**src/rtl/branch_predictor.sv**
```systemverilog
// branch_predictor: BHT/BTB fetch predictor trained by resolved outcomes; registered redirect on mispredict.
// Optional BP_STATS_EN adds resolve/mispredict counters.
module branch_predictor #(
  parameter int ENTRIES = 64,
  parameter int IDX_W = 6,
  parameter int TAG_W = 8
) (
  input  logic        clk,
  input  logic        rst,
  input  logic [31:0] f_pc,
  output logic        f_pred_taken,
  output logic [31:0] f_pred_target,
  input  logic        r_valid,
  input  logic [31:0] r_pc,
  input  logic        r_jump,
  input  logic        r_taken,
  input  logic [31:0] r_target,
  input  logic        r_pred_taken,
  input  logic [31:0] r_pred_target,
  output logic        redirect,
  output logic [31:0] redirect_pc
`ifdef BP_STATS_EN
  ,
  output logic [31:0] stat_resolved,
  output logic [31:0] stat_mispred
`endif
);
  logic [ENTRIES-1:0] r_val;
  logic [1:0]         r_cnt [ENTRIES];
  logic [TAG_W-1:0]   r_tag [ENTRIES];
  logic [31:0]        r_tgt [ENTRIES];
  logic [IDX_W-1:0]   w_fidx, w_ridx;
  logic [TAG_W-1:0]   w_ftag, w_rtag;
  logic [1:0]         w_cnt, w_cnt_nxt;
  logic               w_fhit, w_rhit, w_mis, w_upd, w_we_cnt, w_we_tt, w_unused;
  assign w_fidx = f_pc[IDX_W+1:2];
  assign w_ftag = f_pc[IDX_W+TAG_W+1:IDX_W+2];
  assign w_ridx = r_pc[IDX_W+1:2];
  assign w_rtag = r_pc[IDX_W+TAG_W+1:IDX_W+2];
  assign w_unused = ^{f_pc[31:IDX_W+TAG_W+2], f_pc[1:0]};
  assign w_fhit = r_val[w_fidx] & (r_tag[w_fidx] == w_ftag);
  assign f_pred_taken = w_fhit & r_cnt[w_fidx][1];
  assign f_pred_target = f_pred_taken ? r_tgt[w_fidx] : '0;
  assign w_rhit = r_val[w_ridx] & (r_tag[w_ridx] == w_rtag);
  assign w_cnt = r_cnt[w_ridx];
  assign w_mis = (r_pred_taken != r_taken) | (r_taken & r_pred_taken & (r_pred_target != r_target));
  assign w_upd = r_valid & ~rst;
  // not-taken misses never allocate; taken resolves always (re)write tag and target
  assign w_we_cnt = w_upd & (w_rhit | r_taken);
  assign w_we_tt = w_upd & r_taken;
  always_comb
    w_cnt_nxt = r_jump ? 2'b11 :
                !w_rhit ? 2'b10 :
                r_taken ? ((w_cnt == 2'b11) ? w_cnt : w_cnt + 2'b01) :
                ((w_cnt == 2'b00) ? w_cnt : w_cnt - 2'b01);
  always_ff @(posedge clk) begin
    if (rst) begin
      r_val <= '0;
      for (int i = 0; i < ENTRIES; i++) r_cnt[i] <= 2'b01;
      redirect <= 1'b0;
      redirect_pc <= '0;
    end else begin
      redirect <= r_valid & w_mis;
      if (r_valid & w_mis) redirect_pc <= r_taken ? r_target : r_pc + 32'd4;
      if (w_we_cnt) begin
        r_val[w_ridx] <= 1'b1;
        r_cnt[w_ridx] <= w_cnt_nxt;
      end
    end
  end
  always_ff @(posedge clk) begin
    if (w_we_tt) begin
      r_tag[w_ridx] <= w_rtag;
      r_tgt[w_ridx] <= r_target;
    end
  end
`ifdef BP_STATS_EN
  always_ff @(posedge clk) begin
    if (rst) begin
      stat_resolved <= '0;
      stat_mispred <= '0;
    end else if (r_valid) begin
      stat_resolved <= stat_resolved + 32'd1;
      if (w_mis) stat_mispred <= stat_mispred + 32'd1;
    end
  end
`endif
endmodule

```
**config.mk**
```make
export PLATFORM = sky130hd
export DESIGN_NAME = branch_predictor
export DESIGN_NICKNAME = d
export VERILOG_FILES = /design/src/rtl/branch_predictor.sv
export SDC_FILE = /design/constraint.sdc
export NUM_CORES = 2
export LEC_CHECK = 0
export CAP_MARGIN = 15
export CORE_MARGIN = 5
export CORE_UTILIZATION = 40
export CTS_BUF_LIST = sky130_fd_sc_hd__clkbuf_4 sky130_fd_sc_hd__clkbuf_8
export DETAILED_ROUTE_END_ITERATION = 8
export GPL_ROUTABILITY_DRIVEN = 0
export GPL_TIMING_DRIVEN = 0
export PLACE_DENSITY = 0.57
export SETUP_SLACK_MARGIN = 0.4
export SYNTH_ARGS = -nofsm -noshare
export SYNTH_HDL_FRONTEND = slang
export SYNTH_SLANG_ARGS = --single-unit
export TNS_END_PERCENT = 50
```
**constraint.sdc**
```tcl
create_clock -name clk -period 5.6 [get_ports clk]
set_input_delay 0.84 -clock clk [delete_from_list [all_inputs] [get_ports clk]]
set_output_delay 0.84 -clock clk [all_outputs]
set_load 0.1 [all_outputs]
```
==> results_dict.tcl <==
set metrics [dict create \
    cts.sinks 2785 \
    finalClockSkew_ps 111.6 \
    tightest_slew_ps 1321 \
    r2r_slack_ps 1350 \
    synthTopCellsByArea "edfxtp_1, mux4_2, dfxtp_1" \
    violations "setup timing" \
    initial_core_util_pct 40.17 \
    ant_nets 0 \
    worst_r2r_path_depth 10 \
    regToRegEndpoint "r_cnt[55][0]" \
    finalSetupTns_ps -21460 \
    crit_end "f_pred_target[21]" \
    fp.dieW_um 545.0 \
    syn_inst 5587 \
    yosysUniqueCellTypes 91 \
    dpl_cell_area_um2 125900 \
    synth_area_um2 114500 \
    start_kind "input port" \
    hp-class "in -> reg" \
    final-instance-count-excl-fill 10600 \
    ys_ff_latch 2785 \
    detail_route.wl_per_cell_um 40.11 \
    final_common_cell "edfxtp_1" \
    ios 200 \
    yosys_most_used_dff "edfxtp_1" \
    async_reset_ff_share_pct 0 \
    grt_overflow 0 \
    via_per_inst 6.387 \
    cts_tree "yes" \
    port_buffers 175 \
    vdd_drop_max_mv 0.2503 \
    area_growth_pct 18.84 \
    end_kind "output port" \
    coreArea_um2 285000 \
    regArea_um2 82660 \
    setup_viol 33 \
    clk_pin_slew_worst_paths_ps 80 \
    hold_viol 0 \
    nFillCells 23690 \
    syn_nets 5723 \
    htreeDepth 5 \
    drv_cap 0 \
    grt_pass1_vias 66320 \
    die_height_um 545.0 \
    status "complete, but fails checks" \
    cp-startpoint "f_pc[3]" \
    dp_hpwl_mm 289.8 \
    power_density_nw_per_um2 321.5 \
    dp_cells 9741 \
    timing.hold.ws_ps 141.4 \
    grt_max_degree 67 \
    synth_top_area_share_pct 70.51 \
    cts_hold_buf 0 \
    clock_latency_ps 1130 \
    worstSetupPathType "in -> out" \
    grt_pass1_wl_mm 571.4 \
    layout-drive-gt1-share_pct 35.14 \
    stdcell_area_um2 136000 \
    fin_nets 6600 \
    drc 0 \
    worstPathRequired_ps 4760 \
    final_cell_mix "edfxtp_1, mux4_2, clkbuf_8" \
    ctsLongestPathBuffers 4 \
    p_leak_nw 42.62 \
    antenna_found_initial 36 \
    setup_slack_ps -862.8 \
    cp_max_fo 10 \
    p_total_mw 43.74 \
    fin_crit_ps 6463 \
    dr.pass1.iters 8 \
    crit_arrival_ps 5620 \
    grt_use_total_pct 28.27 \
    totalWireLength_mm 425.2 \
    yosysWarnings 0 \
    cts_root_buf "clkbuf_8" \
    numCtsBuffers 450 \
    vias 67710 \
    multi_input_area_um2 30640 \
    fmax_ghz 0.1547 \
    r2r_start "r_tag[18][1]" \
    fin_crit_sh_pct 115.4 \
    die-area_um2 297000 \
    rsz0062_at_grt "yes" \
    synth_area_leader_cell "edfxtp_1" \
    avgSynthCellArea_um2 20.49 \
    drt_iter0_drc 11140 \
    synth_edf_count 2688 \
    relSlewSlack_pct 11.95 \
    ys_seq_area_share_pct 72.21 \
    slew_viol_final 0 \
    rows 196 \
]
## logic make-up after synthesis
group | count (synthesis) | synth area share (%)
AOI/OAI and AO/OA | 587 | 3.517
xor gates and xnor gates | 69 | 0.5279
adders and majority gates | 2 | 0.02186
buffers and inverters | 466 | 1.963
DFF | 2785 | 72.21
muxes | 1039 | 19.05
and+or+nand+nor | 639 | 2.710
## registers in the layout, indices dropped and copies added (netlist names)
name         cells
redirect         1
r_val           64
r_cnt          128
redirect_pc     32
r_tgt         2048
r_tag          512
## worst min-delay path by stage
stage                             from            end  slack [ps]  cells past startpoint
after global routing      r_target[31]  r_tgt[38][31]          90                      1
after CTS                 r_target[31]  r_tgt[38][31]          40                      1
after detailed placement      r_val[1]       r_val[1]         480                      2
final                         r_pc[15]   r_tag[49][7]         140                      1
after global placement       r_val[49]      r_val[49]         470                      2
after floorplan              r_val[40]      r_val[40]         460                      2
## cell type report
class | count | share of cell area (%)
buffer | 394 | 1.906
clock buffer | 626 | 5.579
clock inverter | 187 | 0.7846
timing repair buffer | 425 | 4.757
tap | 3762 | 3.460
antenna | 14 | 0.02575
sequential | 2785 | 60.76
multi-input combinational | 2336 | 22.52
inverter | 72 | 0.2023
## layer usage
layer | wire length, um | track usage [%]
met1 | 156300 | 37.11
met5 | 91 | 0
met4 | 29350 | 15.92
met3 | 49250 | 7.924
met2 | 190200 | 42.63
## cell usage after synthesis (6+ instances only)
library cell	number
o21bai_1	64
a211oi_1	43
nor4_1	56
mux4_2	907
buf_6	18
nor3b_1	6
buf_2	95
nand3_1	44
nor3_1	37
nor2b_1	43
o21ai_1	48
clkbuf_2	11
buf_4	11
inv_1	70
o22ai_1	77
o32ai_1	7
a211o_1	6
buf_1	41
nand4_1	18
dfxtp_1	97
a221oi_1	42
mux2_2	33
a31oi_1	15
mux2i_1	98
edfxtp_1	2688
clkbuf_1	198
o21ai_0	63
a21oi_1	64
a22o_1	14
nand2b_1	10
xor2_1	52
a22oi_1	90
nand2_1	160
clkbuf_8	12
and3_1	17
nor2_1	204
o211ai_1	8
xnor2_1	17
a32oi_1	6
## power breakdown
part           total, mW  internal [mW]  switching (mW)
clock               17.3           8.94            8.37
combinational       3.43           1.21            2.22
sequential          23.0           22.9          0.0802
## repair_timing
item | CTS | global route
resized for setup | 527 | 71
setup endpoints to repair | 458 | 337
setup buffers | 12 | 14
pin swaps | 11 | 11
gates cloned | 3 | 0
## per-stage QoR
step	setup WS, ps	util, %
floorplan	186.1	-
global placement	-5104	42.56
detailed placement	-3695	44.17
CTS	-604.7	47.58
global route	-793.8	47.73
finish	-862.8	47.74
## worst max-delay path, cell delays in order
cell	delay, ps
buf_2	390
buf_4	430
buf_4	370
clkbuf_2	290
nand3_1	100
o21ai_0	110
o221ai_1	140
o211ai_1	430
a41oi_2	220
nor4_4	710
nand4_1	250
buf_8	240
buf_12	150
clkbuf_16	170
buf_4	140
a211oi_4	350
buf_12	230
No activity file was read; power rests on OpenSTA's default activity.
